===== src/rtl/examp_req_feeder.sv =====
// Request-side feeder for one ExampIf port: a small FIFO whose head is held on req_val/req_dat until acknowledged.
// Optional head-drop watchdog enabled by defining EXAMP_REQ_FEEDER_TIMEOUT_EN.
module examp_req_feeder #(
  parameter int DEPTH   = 4,
  parameter int DW      = 8,
  parameter int TIMEOUT = 64
) (
  input  logic                       clk,
  input  logic                       rst,
  input  logic                       in_val,
  input  logic [DW-1:0]              in_dat,
  output logic                       in_rdy,
  output logic                       req_val,
  output logic [DW-1:0]              req_dat,
  input  logic                       out,
  output logic [$clog2(DEPTH+1)-1:0] level,
  output logic                       stray_ack,
  output logic                       timeout
);
  localparam int LW = $clog2(DEPTH+1);
  localparam int PW = $clog2(DEPTH);
  localparam logic [LW-1:0] FULL = LW'(DEPTH);

  if (DEPTH < 2 || (DEPTH & (DEPTH-1)) != 0 || TIMEOUT < 2) begin : g_bad_param
    $error("examp_req_feeder: DEPTH must be a power of 2 >= 2 and TIMEOUT >= 2");
  end

  logic [DW-1:0] mem [DEPTH];
  logic [PW-1:0] rd_ptr, wr_ptr;
  logic          push, pop, drop, adv;

  assign in_rdy  = (level < FULL);
  assign req_val = (level != '0);
  assign req_dat = mem[rd_ptr];
  assign push    = in_val && in_rdy;
  assign pop     = req_val && out;
  assign adv     = pop || drop;

`ifdef EXAMP_REQ_FEEDER_TIMEOUT_EN
  localparam int WW = $clog2(TIMEOUT);
  localparam logic [WW-1:0] WD_MAX = WW'(TIMEOUT-1);
  logic [WW-1:0] wd;

  // An ack in the same cycle takes precedence over the watchdog drop.
  assign drop = req_val && !out && (wd == WD_MAX);

  always_ff @(posedge clk) begin
    if (rst) begin
      wd      <= '0;
      timeout <= 1'b0;
    end else begin
      timeout <= drop;
      if (!req_val || adv) wd <= '0;
      else                 wd <= wd + WW'(1);
    end
  end
`else
  assign drop    = 1'b0;
  assign timeout = 1'b0;
`endif

  always_ff @(posedge clk) begin
    if (push) mem[wr_ptr] <= in_dat;
  end

  always_ff @(posedge clk) begin
    if (rst) begin
      level     <= '0;
      rd_ptr    <= '0;
      wr_ptr    <= '0;
      stray_ack <= 1'b0;
    end else begin
      stray_ack <= out && !req_val;
      if (push) wr_ptr <= wr_ptr + PW'(1);
      if (adv)  rd_ptr <= rd_ptr + PW'(1);
      case ({push, adv})
        2'b10:   level <= level + LW'(1);
        2'b01:   level <= level - LW'(1);
        default: level <= level;
      endcase
    end
  end
endmodule


===== config.mk =====
export PLATFORM = sky130hd
export DESIGN_NAME = examp_req_feeder
export DESIGN_NICKNAME = d
export VERILOG_FILES = /design/src/rtl/examp_req_feeder.sv
export SDC_FILE = /design/constraint.sdc
export NUM_CORES = 1
export LEC_CHECK = 0
export ABC_CLOCK_PERIOD_IN_PS = 3300
export CORE_MARGIN = 2
export CORE_UTILIZATION = 56
export CTS_CLUSTER_SIZE = 8
export DETAILED_ROUTE_END_ITERATION = 12
export HOLD_SLACK_MARGIN = 0.05
export PLACE_DENSITY = 0.86
export SLEW_MARGIN = 20
export SYNTH_ARGS = -nofsm -noshare
export SYNTH_HDL_FRONTEND = slang
export SYNTH_SLANG_ARGS = --single-unit

===== constraint.sdc =====
create_clock -name clk -period 3.3 [get_ports clk]
set_input_delay 0.66 -clock clk [delete_from_list [all_inputs] [get_ports clk]]
set_output_delay 0.66 -clock clk [all_outputs]
set_load 0.005 [all_outputs]

Yosys cells after proc, flatten, opt, wreduce, memory -nomap -nowiden

Memories as Yosys holds them, arrays and structs flattened. A register that Yosys moved wholly into a read port is not among the register bits.
Index checks and enable logic that the tools add are counted.

RAM bits: 32
Memories kept: 1
Flip-flop bits (word level): 8
Output and inout bits: 15

Equal/unequal tests: 2
Add/subtract/negate cells: 4
Reductions and logical operators: 6
Multiplexer cells: 5
Order comparisons: 1

Memories:

| memory | words | bits a word | read ports | clocked after memory_dff | wr ports | line | RTL |
|---|---|---|---|---|---|---|---|
| mem    | 4     | 8           | 1          | 1                        | 1        | 28   | `logic [DW-1:0] mem [DEPTH];` |

Operators with widths:

| operator                                            | number |
|---|---|
| one-hot mux 3 bit (2 select lines)                  | 1 |
| adder 2 x 1 -> 2 bit, second input constant         | 2 |
| 2-to-1 mux 2 bit                                    | 2 |
| adder 3 x 1 -> 3 bit, second input constant         | 1 |
| logical AND 1 bit                                   | 3 |
| less-than comparator 3 bit, second input constant   | 1 |
| nonzero test 3 bit                                  | 1 |
| subtractor 3 x 1 -> 3 bit, second input constant    | 1 |
| equality test 2 x 1 -> 1 bit, second input constant | 1 |
| equality test 2 bit, second input constant          | 1 |
| 2-to-1 mux 1 bit                                    | 2 |
| nonzero test 2 bit                                  | 1 |
| logical NOT 1 bit                                   | 1 |

Depth between registers and ports, before layout

Word-level depth: 4
Depth in mapped cells: 9
Depth with buffers taken out: 8

Worst setup path before layout

Ideal clock, no wire load.

Kind: input-to-reg
Start: input in_val
End: register level[2]
Setup time: 70 ps
Buffers on the path: 1
Cell stages on the path: 9
Arrival time: 2112 ps
Setup slack: 1118 ps
Cells stage by stage: nor2b_1 > buf_2 > inv_1 > ha_1 > inv_1 > fa_1 > xor2_1 > or3_1 > a21oi_1

Word-level cells in the longest chain between the ends: 3

Ends and longest elaborated chain:

| element                                                                  | line | RTL |
|---|---|---|
| from (decl)                                                              | 10   | `input logic in_val,` |
| logical AND 1 bit *                                                      | 35   | `assign push = in_val && in_rdy;` |
| equality test 2 x 1 -> 1 bit or equality test 2 bit (tied branches)      | 76   | `case ({push, adv})` |
| one-hot mux 3 bit (2 select lines) or nonzero test 2 bit (tied branches) | n/a  |  |
| to (signal assigned)                                                     | 77   | `2'b10: level <= level + LW'(1);` |
| to (signal assigned)                                                     | 78   | `2'b01: level <= level - LW'(1);` |
| to (signal assigned)                                                     | 79   | `default: level <= level;` |
| to (decl)                                                                | 16   | `output logic [$clog2(DEPTH+1)-1:0] level,` |

Every way passes the cells marked *; elsewhere a longest branch is shown, timed or not.
A chain may end at the register's enable or synchronous reset.

==> impl_metrics.ini <==
[clock_tree]
clk_pin_slew_ps = 110
cts_root_buffer = clkbuf_4
post-cts-setup-buffers = 0
cts_resized = 0
numClockSinks = 42
cts_max_path_buffers = 2
cts_hold_buf = 0
clk-insertion-delay-late_ps = 330
tritoncts = done
htreeDepth = 2
numCtsBuffers = 5

[sta]
worst_pin_slew_ps = 523
fin_setup_tns_ps = 0
finalSetupViolCount = 0
fin_crit_ps = 2700
finalHoldViolCount = 0
max_freq_ghz = 0.371
whs_ps = 551
rsz0062_at_grt = false
skew_ps = 4.79
max-slew-margin-rel = 0.651
layout_setup_ws_ps = 602
min_period_over_period = 0.818
slew_violations = 0

[power_and_ir_drop]
leakage_uw = 0.000690
vdd_ir_drop_max_v = 0.000616
p_per_area_nw_per_um2 = 761

[synthesis]
synth_fa_ha_area_frac = 0.0493
syn-cell-area_um2 = 1680
synth_cell_types = 26
muxShareOfSynthArea = 0.113
synth_xor_area_frac = 0.0306
yosysSeqAreaShare = 0.693
ys_ff_latch = 42
yosys.area_share.simple = 0.0478
yosys_warnings = 0
synth_compound_area_frac = 0.0291
synth_top_family_by_area = multiplexers
syn_nets = 114
syn_avg_cell_area_um2 = 17.5
syn_inst = 96

[worst_setup_path]
reg2reg_to = level[2]
critPathKind = reg -> out
reg2regPathDepth = 8
arrival_ps = 2040
r2r_setup_slack_ps = 1200
cp.required_ps = 2640
startpoint_type = flop
rr_startpoint = level[2]
cp_max_fo = 8
critical_path.endpoint_type = output pin

[placed_design]
portBuffers = 25
dp_slack_ps = 581
place.detailed.hpwl_mm = 1.73
place_congestion = 0.758

[routing]
wl_mm = 2.43
firstDrtPassIters = 7
wl_per_cell_um = 15.7
vias = 854
via_per_inst = 5.51
ant_nets = 0
drtIter0Drc = 26
drc = 1

[global_route]
grt_pass1_vias = 927
grt_usage = 0.167
grt_max_degree = 14
antenna_found_initial = 0
grt_overflow = 0
grt_first_pass_wirelength_mm = 4.11

[floorplanning]
fp.dieW_um = 58.7
die_h_um = 58.7
core_area_um2 = 2810
die_area_um2 = 3450
ios = 27
start_util = 0.598
rows = 19

[cells_and_area]
area_growth_syn_to_layout_pct = 19.9
diodes = 0
nNetsFinal = 141
post-route-util = 0.717
drive_above_1_share = 0.153

[min_path]
hold_depth = 2
worstHoldStart = rd_ptr[1]
min_to = rd_ptr[1]
worstHoldPathType = reg -> reg

[run_status]
status = finished with violations
violations = DRC

[job]
max_cap_violations = 0
-- flip-flops by register name, summed over array words and instances (netlist names), named ones only --
register   flops
rd_ptr         2
mem           32
stray_ack      1
wr_ptr         2
level          3
-- area by class of cell --
class,count,area (um2)
timing repair buffer,25,250
fill,182,795
tap,31,38.8
inverter,7,26.3
clock buffer,5,37.5
sequential,42,1160
clock inverter,3,40.0
multi-input combinational,42,457
-- synth_stat cells --
library cell / count / area (um2)
edfxtp_1: 32 / 961
dfxtp_1: 10 / 200
mux4_2: 8 / 180
nor2_1: 8 / 30.0
inv_1: 7 / 26.3
ha_1: 5 / 62.6
and2_1: 4 / 25.0
xor2_1: 3 / 26.3
a21oi_1: 2 / 10.0
buf_2: 1 / 5.00
buf_4: 1 / 7.51
buf_6: 1 / 11.3
clkbuf_1: 1 / 3.75
clkbuf_2: 1 / 5.00
conb_1: 1 / 3.75
fa_1: 1 / 20.0
mux2i_1: 1 / 10.0
nand3_1: 1 / 5.00
nor2b_1: 1 / 6.26
nor3b_1: 1 / 7.51
o21ai_0: 1 / 5.00
o311ai_2: 1 / 16.3
o31a_4: 1 / 17.5
or3_1: 1 / 6.26
xnor2_1: 1 / 8.76
xnor2_2: 1 / 16.3
-- placed cells by master, fill, tap and decap left out, drive strengths merged --
cell type and n:
edfxtp 32, clkdlybuf4s50 25, dfxtp 10, mux4 8
nor2 8, inv 7, ha 5, clkbuf 5
and2 4, xor2 3, a21oi 2, clkinv 2
xnor2 2, o31a 1, nor2b 1, nand3 1
o311ai 1, o21ai 1, or3 1, nor3b 1
mux2i 1, fa 1, conb 1, bufinv 1
-- stage by stage --
step	power (uW)	cell area, um2	cells
finish	1530	2010	155
global placement	1220	1930	147
detailed placement	1240	1930	147
CTS	1550	2010	155
floorplan	1020	1680	96
global route	1620	2010	155
-- how the worst max path moves through the flow --
| stage | start | depth (start not counted) | endpoint |
|---|---|---|---|
| 5_1_grt | flop | 2 | req_dat[3] |
| 3_3_place_gp | out | 8 | level[2] |
| 3_5_place_dp | in_val | 9 | level[2] |
| 2_1_floorplan | in_val | 9 | level[2] |
| 6_report | flop | 2 | req_dat[3] |
| 4_1_cts | flop | 2 | req_dat[3] |
-- metal layers --
metal	vias up	track usage	wire [um]
li1	402	-	-
met1	428	0.195	1010
met2	22	0.281	1290
met3	2	0.0571	112
met4	0	0.0714	16
met5	-	0	0
-- critical path: stages (launching register included) --
cell and delay (ps):
dfxtp_1 670, mux4_2 570, clkdlybuf4s50_1 470
-- where the power goes --
part,total (uW),switching [uW],internal [uW]
logic,479,179,301
registers,742,83.4,659
clock network,308,151,157
-- logic make-up after synthesis --
kind of cell               after synthesis
AOI/OAI and AO/OA                        5
and+or+nand+nor                         16
other                                    1
muxes                                    9
DFF                                     42
xor gates and xnor gates                 5
adders and majority gates                6
buffers and inverters                   12
(Power assumes the default switching activity.)
